### src/rtl/mac_pkg.sv
// ---------------------------------------------------------------------------
// mac_pkg
// Shared types and constants for the memory access checker:
//   - size_e           : access size encoding (byte/half/word, 3 illegal)
//   - PERM_R/W/SUB     : bit positions inside a 3-bit {SUB,W,R} permission
//   - EXC_ADEL/ADES    : address-error exception codes (load / store)
//   - DEF_BASE/LIMIT/PERM and def_*() : region table reset contents;
//     entries past the default list reset to base=1, limit=0 (never match).
// ---------------------------------------------------------------------------
package mac_pkg;

    typedef enum logic [1:0] {
        SIZE_BYTE = 2'd0,
        SIZE_HALF = 2'd1,
        SIZE_WORD = 2'd2,
        SIZE_BAD  = 2'd3
    } size_e;

    localparam int PERM_R   = 0;
    localparam int PERM_W   = 1;
    localparam int PERM_SUB = 2;

    localparam logic [4:0] EXC_ADEL = 5'd4;
    localparam logic [4:0] EXC_ADES = 5'd5;

    localparam int DEF_REGIONS = 6;

    localparam logic [31:0] DEF_BASE [DEF_REGIONS] = '{
        32'h0000_0000, 32'h0000_7F00, 32'h0000_7F08,
        32'h0000_7F10, 32'h0000_7F18, 32'h0000_7F20
    };

    localparam logic [31:0] DEF_LIMIT [DEF_REGIONS] = '{
        32'h0000_2FFF, 32'h0000_7F07, 32'h0000_7F0B,
        32'h0000_7F17, 32'h0000_7F1B, 32'h0000_7F23
    };

    // {SUB,W,R}: RWS, RW, R, RW, R, RWS
    localparam logic [2:0] DEF_PERM [DEF_REGIONS] = '{
        3'b111, 3'b011, 3'b001, 3'b011, 3'b001, 3'b111
    };

    function automatic logic [31:0] def_base(input int idx);
        return (idx < DEF_REGIONS) ? DEF_BASE[idx] : 32'h0000_0001;
    endfunction

    function automatic logic [31:0] def_limit(input int idx);
        return (idx < DEF_REGIONS) ? DEF_LIMIT[idx] : 32'h0000_0000;
    endfunction

    function automatic logic [2:0] def_perm(input int idx);
        return (idx < DEF_REGIONS) ? DEF_PERM[idx] : 3'b000;
    endfunction

    // Byte count of an access; the illegal size is faulted elsewhere, so its
    // count only has to be harmless.
    function automatic logic [2:0] size_bytes(input size_e size);
        case (size)
            SIZE_BYTE: return 3'd1;
            SIZE_HALF: return 3'd2;
            default:   return 3'd4;
        endcase
    endfunction

endpackage

### src/rtl/mac_region_match.sv
// ---------------------------------------------------------------------------
// mac_region_match
// Compares one access against one region table entry.
//   addr, bytes     : access start address and byte count (1/2/4)
//   base, limit     : inclusive region bounds
//   perm            : {SUB,W,R} permission bits of the region
//   is_store/is_sub : access is a store / a byte-or-half access
//   hit             : whole access lies inside [base, limit]
//   allow           : region permissions permit this access
// ---------------------------------------------------------------------------
module mac_region_match #(
    parameter int ADDR_W = 32
) (
    input  logic [ADDR_W-1:0] addr,
    input  logic [2:0]        bytes,
    input  logic [ADDR_W-1:0] base,
    input  logic [ADDR_W-1:0] limit,
    input  logic [2:0]        perm,
    input  logic              is_store,
    input  logic              is_sub,
    output logic              hit,
    output logic              allow
);
    import mac_pkg::*;

    // Last byte touched, one bit wider than the address so an access that
    // wraps past the top of the address space compares above every limit.
    logic [ADDR_W:0] last;

    assign last  = {1'b0, addr} + {{(ADDR_W-2){1'b0}}, bytes}
                 - {{ADDR_W{1'b0}}, 1'b1};
    assign hit   = (base <= addr) && (last <= {1'b0, limit});
    assign allow = (is_store ? perm[PERM_W] : perm[PERM_R])
                && (!is_sub || perm[PERM_SUB]);

endmodule

### config.mk
export PLATFORM = sky130hd
export DESIGN_NAME = mac_region_match
export DESIGN_NICKNAME = d
export VERILOG_FILES = /design/src/rtl/mac_pkg.sv /design/src/rtl/mac_region_match.sv
export SDC_FILE = /design/constraint.sdc
export NUM_CORES = 1
export LEC_CHECK = 0
export ABC_CLOCK_PERIOD_IN_PS = 7300
export BUFFER_PORTS_ARGS = -buffer_cell sky130_fd_sc_hd__buf_2
export CAP_MARGIN = 30
export CORE_MARGIN = 2
export CORE_UTILIZATION = 55
export DETAILED_ROUTE_END_ITERATION = 10
export PLACE_DENSITY_LB_ADDON = 0.05
export SLEW_MARGIN = 40
export SYNTH_ARGS = -nofsm -noshare
export SYNTH_HDL_FRONTEND = slang
export SYNTH_SLANG_ARGS = --single-unit
export TNS_END_PERCENT = 30
### constraint.sdc
create_clock -name vclk -period 7.3
set_input_delay 1.46 -clock vclk [all_inputs]
set_output_delay 1.46 -clock vclk [all_outputs]
set_load 0.05 [all_outputs]
; ---- After elaboration in Yosys (flattened, before gate mapping)
; Cells that the tools add are included.
[word_totals]
regBits = 0
in_bits = 104
elab_cells = 9
[classes]
n_addsub = 2
order_cmp = 2
n_mux = 1
n_reduce_logical = 4
[op_table]
columns = op, count
row1 = $add 32x3->33, 1
row2 = $le 33x32->1, 1
row3 = $sub 33x1->33 const B, 1
row4 = $le 32x32->1, 1
row5 = $logic_and 1x1->1, 2
row6 = $logic_not 1->1, 1
row7 = $logic_or 1x1->1, 1
row8 = $mux 1, 1

; ---- Logic depth before layout (Yosys ltp)
[depth]
word_depth = 4
ltp_mapped = 22

; ---- Least setup slack after synthesis
; OpenSTA, ideal clock, no wires.
[synth_path]
path_type = input to output
from = input port addr[1]
to = output port hit
arrival_ns = 5.366
required_time_ns = 5.840
slack_ns = 0.474
stages = 20
n_path_buf = 0
cell_sequence = inv_1 ha_1 inv_1 ha_1 fa_1 a211oi_2 o21a_1 nor2_1 a2111oi_2 nor2_1 a21o_1 a21oi_1 xnor2_1 ha_1 nand4_1 or2_2 nor3_1 nand3_1 o31ai_1 and4_1
[synth_between]
elab_chain_len = 4
elab_cells_between_ends = 5
[synth_lines]
columns = item, line
row1 = "start, declared", mac_region_match.sv:14  ; input logic [ADDR_W-1:0] addr,
row2 = $add 32x3->33, mac_region_match.sv:30  ; assign last = {1'b0, addr} + {{(ADDR_W-2){1'b0}}, bytes}
row3 = $sub 33x1->33, mac_region_match.sv:31  ; - {{ADDR_W{1'b0}}, 1'b1};
row4 = $le 33x32->1, mac_region_match.sv:32  ; assign hit = (base <= addr) && (last <= {1'b0, limit});
row5 = $logic_and 1x1->1 (*), mac_region_match.sv:32
row6 = "end, declared", mac_region_match.sv:21  ; output logic hit,
; Mark *: on every way between the ends. The rest lies on a longest branch, timed or not.

; ---- Worst setup path after layout
; Same ends and word-level chain as after synthesis.

==> out/qor.csv <==
metric;value;unit
placed inst area;0.00387;mm^2
min Tclk post-route;6960;ps
NumNets Final;776;
synthesized area;0.00325;mm^2
Psw;180;uW
Ports;106;
number of global-route vias before repair;3295;
Cell Pwr Density;85.7;mW/mm^2
CP cell instances;buf_2 -> inv_1 -> ha_1 -> inv_1 -> ha_1 -> fa_2 -> a211oi_2 -> o21a_1 -> nor2_1 -> a2111oi_2 -> nor2_2 -> a21o_1 -> a21oi_1 -> xnor2_1 -> ha_1 -> nand4_1 -> nor2_1 -> o21ai_0 -> a31oi_1 -> a21oi_1 -> a21oi_1 -> o31ai_1 -> and4_1 -> buf_6;
Starting Density;0.579;
# diodes;0;
status;finished, final reports clean;
Netlist cell types;44;
Clock Buffer Count;0;
Vias/cell;5.47;
final count of pins violating max slew;0;
Syn-to-layout area delta;20.2;%
multi-input logic area;0.00298;mm^2
WP buf/inv;4;
Placer Congestion;0.863;
share of cells above drive strength 1;0.214;
IO Port Bufs;106;
Setup violations, final;0;
crit-path max FO;4;
Max VDD drop;0.0465;mV
maximum clock rate;0.144;GHz
max incr delay on CP;430;ps
Top Family by Delay on Critical Path;compound AO/OA/AOI/OAI gates;
Total GRT Usage;0.239;
number of routed nets with antenna violations;0;
Final Hold Viols;0;
Worst Hold Depth;3;
Synthesized Nets;667;
Mapped Cells;464;
initial antenna violation count;0;
worst-margin pin slew;675;ps
critical path class;primary input to output pin;
slowest CP cell;fa_2;
RSZ-0062 raised after global routing;false;
switching fraction of total power;0.538;
TNS Setup;0;ps
max_cap viols;0;
Setup WS pre-CTS;17.3;ps
Synth warnings;0;
WHS;3240;ps
Worst Path Arrival;5500;ps
initial drt markers;72;
Hold Buf Count CTS;0;
post-route cell area;0.00391;mm^2
clock network fraction of total power;0;
syn_area_per_cell;7.00;um^2
min-delay worst type;primary input to output pin;
static leakage;0.00225;uW
CP Depth;24;
non-filler cells, final;643;
CP startpoint kind;primary input;
DR DRC count;0;
part of the power in registers;0;
Seq Cell Count;0;
first-pass GRT wire length;13000;um
Comb pwr share;1.000;
Rows;27;
Internal Power;155;uW
worst setup margin;344;ps
Seq. cell area;0;um^2
worst path required time;5840;ps
Slew headroom;0.544;
crit path capture type;output pin;
1st-pass router iterations;4;
crit share post-route;0.953;
routed via count;3520;
DIE AREA;0.00654;mm^2
die height;80.9;um
global route overflow;0;
Seq/Total Area, Yosys;0;
Final HPWL DP;7390;um
FILL cells;528;
post-detailed-route wirelength per cell;12.4;um
largest net degree at the start of global routing;8;
final WL;8000;um
Die W;80.9;um
Cells after DPL;641;
core area;0.00561;mm^2
==> layout by cell type, fill, tap and decap left out, drive strengths merged, types with 16 or more instances in the layout <==
cell / count
o21ai: 30
nand2: 22
inv: 77
buf: 108
ha: 98
nor2: 38
a21oi: 50
nand4: 16
a21o: 20
==> per-stage QoR <==
stage | util | total power, uW
final | 0.697 | 335
after global routing | 0.697 | 381
after CTS | 0.689 | 331
after detailed placement | 0.689 | 329
after global placement | 0.689 | 319
after floorplan | - | 240
==> power by group through the flow <==
stage	Sequential (uW)	Combinational (uW)	Clock, uW
3_5_place_dp	0	329	0
4_1_cts	0	331	0
5_1_grt	0	381	0
3_3_place_gp	0	319	0
6_report	0	335	0
2_1_floorplan	0	240	0
==> metal layers <==
layer	GRT usage	routed length (um)	vias up
li1	-	-	1889
met1	0.286	3530	1559
met2	0.497	4170	72
met3	0.00111	301	0
met4	0	0	0
met5	0	0	-
==> kinds of logic (layout without fill, tap and decap cells) <==
kind of cell,count (synthesis),count (layout),share of synthesized area
AOI/OAI and AO/OA,137,137,0.267
muxes,1,1,0.00308
and+or+nand+nor,125,125,0.192
xor gates and xnor gates,24,24,0.0647
buffers and inverters,78,185,0.0901
adders and majority gates,99,99,0.384
==> Yosys cell counts, drive strengths merged, types with 5 or more instances <==
cell type  count  area share
o21a           6       0.014
a31oi          5      0.0096
a211oi         7       0.018
nand4         16       0.031
ha            98        0.38
xor2          12       0.032
a21o          20       0.046
nor3          12       0.018
a21oi         50       0.079
xnor2         12       0.032
nor2b         10       0.019
nand3          8       0.012
nand2         22       0.025
o21ai         30       0.047
o211ai         5       0.012
inv           77       0.089
nor2          38       0.044
==> final timing paths <==
kind,startpoint,end,slack (ps)
setup / recovery,addr[1],hit,340
hold / removal,is_sub,allow,3240
==> repair_timing <==
item,4_1_cts,5_1_grt
gates resized for setup,0,8
endpoints found under the hold margin,0,0
setup buffers,0,2
endpoints found under the setup margin,0,1
==> worst min-delay path: stages <==
cell     delay, ps
buf_2           70
a21oi_1         40
buf_2          200
==> area by class of cell <==
cell class	instances	area share
Multi-Input combinational cell	386	0.762
Tap cell	72	0.0231
Timing Repair Buffer	108	0.141
Inverter	77	0.0740
No activity file was read; power rests on OpenSTA's default activity.
